**config.mk**
```make
export PLATFORM = sky130hd
export DESIGN_NAME = instr_fetch
export DESIGN_NICKNAME = d
export VERILOG_FILES = /design/src/rtl/fetch_pkg.sv /design/src/rtl/instr_fetch.sv
export SDC_FILE = /design/constraint.sdc
export NUM_CORES = 1
export LEC_CHECK = 0
export ABC_AREA = 1
export CAP_MARGIN = 5
export CORE_AREA = 4 4 150 152
export CTS_CLUSTER_DIAMETER = 120
export DETAILED_ROUTE_END_ITERATION = 10
export DIE_AREA = 0 0 154 156
export PLACE_DENSITY = 0.59
export SYNTH_ARGS = -nofsm -noshare
export SYNTH_HDL_FRONTEND = slang
export SYNTH_SLANG_ARGS = --single-unit
```
**constraint.sdc**
```tcl
create_clock -name clk -period 3.7 [get_ports clk]
set_clock_uncertainty 0.05 [all_clocks]
set_input_delay 0.555 -clock clk [delete_from_list [all_inputs] [get_ports clk]]
set_output_delay 0.555 -clock clk [all_outputs]
set_load 0.05 [all_outputs]
```
**src/rtl/fetch_pkg.sv**
```systemverilog
// Shared types and constants for the instruction fetch stage.
package fetch_pkg;

  typedef enum logic [1:0] {
    FETCH,
    WAIT,
    HOLD,
    TRAP
  } fetch_state_t;

  localparam logic [31:0] NOP_INSTR        = 32'h0000_0013;
  localparam logic [31:0] PC_STEP          = 32'd4;
  localparam logic [31:0] RESET_PC_DEFAULT = 32'h0000_0000;

endpackage

```
**src/rtl/instr_fetch.sv**
```systemverilog
// Instruction fetch stage: one outstanding imem request, holds each fetched word
// for decode, and squashes in-flight fetches made stale by a redirect.
module instr_fetch
  import fetch_pkg::*;
#(
  parameter logic [31:0] RESET_PC = RESET_PC_DEFAULT
) (
  input  logic        clk,
  input  logic        reset,
  output logic        imem_req,
  output logic [31:0] imem_addr,
  input  logic        imem_ready,
  input  logic        imem_rvalid,
  input  logic [31:0] imem_rdata,
  output logic [31:0] instruction,
  output logic [31:0] pc,
  output logic        instr_valid,
  input  logic        instr_ready,
  input  logic        redirect,
  input  logic [31:0] redirect_pc,
  output logic        misaligned
);

  fetch_state_t state;
  logic [31:0]  fetch_pc;
  logic         squash;

  // Request is masked during reset so memory never sees a fetch while we clear.
  assign imem_req  = (state == FETCH) && !reset;
  assign imem_addr = fetch_pc;

  always_ff @(posedge clk or posedge reset) begin
    if (reset) begin
      state       <= FETCH;
      fetch_pc    <= RESET_PC;
      pc          <= RESET_PC;
      instruction <= NOP_INSTR;
      instr_valid <= 1'b0;
      squash      <= 1'b0;
      misaligned  <= 1'b0;
    end else if (redirect && (state != TRAP)) begin
      instr_valid <= 1'b0;
      if (redirect_pc[1:0] != 2'b00) begin
        state      <= TRAP;
        misaligned <= 1'b1;
      end else begin
        fetch_pc <= redirect_pc;
        case (state)
          FETCH: begin
            // An accepted old-address request still owes us a response to discard.
            if (imem_ready) begin
              state  <= WAIT;
              squash <= 1'b1;
            end
          end
          WAIT: begin
            if (imem_rvalid) begin
              state  <= FETCH;
              squash <= 1'b0;
            end else begin
              squash <= 1'b1;
            end
          end
          HOLD:    state <= FETCH;
          default: state <= state;
        endcase
      end
    end else begin
      case (state)
        FETCH: begin
          if (imem_ready) state <= WAIT;
        end
        WAIT: begin
          if (imem_rvalid) begin
            if (squash) begin
              squash <= 1'b0;
              state  <= FETCH;
            end else begin
              instruction <= imem_rdata;
              pc          <= fetch_pc;
              instr_valid <= 1'b1;
              state       <= HOLD;
            end
          end
        end
        HOLD: begin
          if (instr_ready) begin
            fetch_pc    <= fetch_pc + PC_STEP;
            instr_valid <= 1'b0;
            state       <= FETCH;
          end
        end
        TRAP: state <= TRAP;
        default: state <= state;
      endcase
    end
  end

endmodule

```
==> results.md <==
- Fillers: 2,148
- DR WL/cell: 15.9 µm
- Slew Viols, Final: 0
- Worst Path Buf+Inv: 3
- Final setup violation count: 0
- Crit path DAT: 2.15 ns
- Worst vdd ir: 0.000291 V
- Tmin final: 2.76 ns
- Initial detailed-routing violation count: 285
- Fin. Hold Viols: 0
- Multi-input logic area: 2300 µm²
- Syn Inst Count: 635
- Reg-to-Reg Start: state[0]
- Critical path class: reg2out
- Status: finished clean
- Final WS setup: 0.942 ns
- Post-Synth Adder-Cell Area: 1.20%
- Drt via density: 4.40
- Remaining global-route overflow: 0
- Setup TNS: 0 ns
- Vias in the first global route: 4,654
- Critical Path Fanout Max: 6
- Share of cells above drive strength 1: 9.49%
- Final net count: 871
- CP delay by family, top: buffers and inverters
- Clk_lat worst skew: 0.36 ns
- Clock sinks: 101
- Simple-gate area share of the yosys netlist: 25.8%
- RSZ-0062 raised after global routing: false
- Initial cell density of the core: 24.8%
- Die W: 154 µm
- Die extent in y: 156 µm
- TritonCTS Buffers: 9
- Layout area overhead: 43.4%
- IO Pins: 169
- HPWL Detailed: 13.0 mm
- Post-CTS Resized: 0
- Multiplexer area fraction after synthesis: 7.33%
- Worst-case clock buffer depth: 2
- Antenna Nets Post-Route: 0
- Initial antenna violation count: 0
- Hold Buf Count CTS: 0
- Register area: 2530 µm²
- Yosys cell types: 33
- CTS clk-pin slew, worst paths: 0.08 ns
- Main combinational cell family by area after synthesis: simple AND/OR/NAND/NOR gates
- Total number of vias: 4,738
- Sequential area share after synthesis: 48.6%
- Final GP Congestion: 0.864
- Diode count: 0
- H-tree level count: 3
- First-pass GRT wire length: 26.6 mm
- DP Worst Slack: 0.706 ns
- Leakage power: 3.31 nW
- PD cells: 1020 nW/µm²
- Post-route DRC: 0
- Max Cap Viol: 0
- Hold Crit Endpoint: misaligned
- Synth Warn #: 0
- Mapped cell area: 5210 µm²
- Synth Area in Compound Gates: 9.59%
- DIE AREA: 24,000 µm²
- Reg2reg end: imem_addr[16]
- Reg2reg setup slack: 1.02 ns
- Final Cycle Share: 74.5%
- Data required time at the worst endpoint: 3.09 ns
- Hold_sp: misaligned
- Final instance area: 7470 µm²
- Rows: 53
- Syn_nets: 710
- FF+latch count, synth: 101
- Slew of the pin with the lowest slew margin: 0.952 ns
- Total wire length: 17.1 mm
- Synth Area in XOR/XNOR: 0%
- Avg Cell Area, Syn: 8.20 µm²
- Max-Slew Margin vs Limit: 36.4%
- Crit path largest cell delay: 0.81 ns
- FMAX: 363 MHz
- R2R cell count: 13
- GRT Total Usage: 14.2%
- Drt pass-1 iters: 5
- Hold depth: 1
- Cell mode on critical path: inv_1
- Kind of start point of the critical path: register
- Setup Fix Bufs, Post-CTS: 0
- Worst Hold Class: reg2reg
- IO Port Bufs: 168
- Crit end category: primary output
- CP Cell Sequence: inv_1 -> ha_1 -> inv_1 -> nor2_1 -> clkdlybuf4s50_1
- Root Buffer: clkbuf_16
- Worst path depth: 5
- Slowest CP cell: clkdlybuf4s50_1
- Largest net degree at the start of global routing: 102
- CTS tree: built
- Dpl cell area: 7160 µm²
- Core area: 21,000 µm²
-- how the worst max path moves through the flow --
stage / end / start / slack, ns
2_1_floorplan: imem_addr[0] / reset / 0.45
3_3_place_gp: imem_addr[17] / redirect / 0.75
3_5_place_dp: imem_addr[16] / redirect / 0.71
4_1_cts: imem_req / state[1] / 0.91
5_1_grt: imem_addr[16] / state[0] / 0.77
6_report: imem_req / state[1] / 0.94
-- flip-flops by register name, indices dropped and copies added (netlist names) --
name / count
state: 2
instr_valid: 1
misaligned: 1
imem_addr: 32
pc: 32
squash: 1
instruction: 32
-- layout make-up --
type	instances	share of cell area [%]
repair buffers	174	23.5
clock buffers	10	3.07
flip-flops and latches	101	33.9
inverters	62	3.15
well taps	275	4.61
clock inverters	6	1.04
multi-input cells	448	30.8
-- synthesized netlist by cell type --
| master | instances | area [µm²] |
|---|---|---|
| o21bai_1 | 1 | 7.51 |
| nand3_1 | 41 | 205 |
| mux2_2 | 33 | 372 |
| nor2_4 | 6 | 67.6 |
| inv_1 | 60 | 225 |
| mux2i_1 | 1 | 10.0 |
| nand2_4 | 2 | 22.5 |
| nand4_2 | 1 | 12.5 |
| nor3_1 | 5 | 25.0 |
| buf_2 | 14 | 70.1 |
| a21oi_1 | 15 | 75.1 |
| clkbuf_8 | 2 | 27.5 |
| o211ai_1 | 8 | 60.1 |
| o21a_1 | 2 | 15.0 |
| nor2_1 | 53 | 199 |
| buf_4 | 3 | 22.5 |
| nand2_2 | 4 | 25.0 |
| inv_2 | 2 | 7.51 |
| nand4_1 | 1 | 6.26 |
| and2_1 | 2 | 12.5 |
| o21ai_1 | 5 | 25.0 |
| a31oi_1 | 1 | 6.26 |
| nand3b_1 | 1 | 7.51 |
| o21ai_0 | 55 | 275 |
| a22oi_1 | 3 | 22.5 |
| buf_6 | 2 | 22.5 |
| dfstp_2 | 3 | 78.8 |
| clkbuf_1 | 3 | 11.3 |
| nor2_2 | 3 | 18.8 |
| nand2_1 | 198 | 743 |
| ha_1 | 5 | 62.6 |
| dfrtp_1 | 98 | 2450 |
| o22ai_1 | 2 | 12.5 |
-- power breakdown --
group	leakage, nW	switching (mW)	internal, mW	total [mW]
sequential	1.23	0.456	1.63	2.08
clock	0.148	0.472	0.540	1.01
combinational	1.94	3.02	1.47	4.49
-- cell families after synthesis --
logic type               count (synthesis)
multiplexers                            34
adder cells (fa/ha/maj)                  5
flip-flops                             101
AO/OA/AOI/OAI                           92
AND/OR/NAND/NOR                        317
buffers and inverters                   86
-- placed cells by master (no fill, tap or decap), types with 2 or more instances in the layout --
cell             count
nand2_1            198
clkdlybuf4s50_1    168
dfrtp_1             98
inv_1               59
o21ai_0             55
nor2_1              53
nand3_1             41
mux2_2              33
a21oi_1             15
clkbuf_16            9
o211ai_1             8
nor2_4               6
nor3_1               5
o21ai_1              5
ha_1                 5
nand2_2              4
buf_4                4
nor2_2               3
a22oi_1              3
dfstp_2              3
inv_2                2
nand2_4              2
o22ai_1              2
and2_1               2
o21a_1               2
inv_6                2
inv_8                2
buf_12               2
-- through the flow --
stage                     power (mW)  hold WS, ns  util (%)  instances
final                           7.59        0.435      35.5       1076
after global routing            8.06        0.458      35.5       1076
after CTS                       7.67        0.438      35.5       1076
after detailed placement        6.63        0.411      34.1       1060
after global placement          6.58        0.412      34.1       1060
after floorplan                 5.04        0.424         -        635
-- layer usage --
metal	share of wire (%)	vias to the layer above	GRT usage [%]
met5	0	-	0
li1	-	2368	-
met3	7.2	11	3.83
met2	45	176	21.9
met1	47	2183	20.1
met4	0.76	0	2.65
No activity file was read; power rests on OpenSTA's default activity.
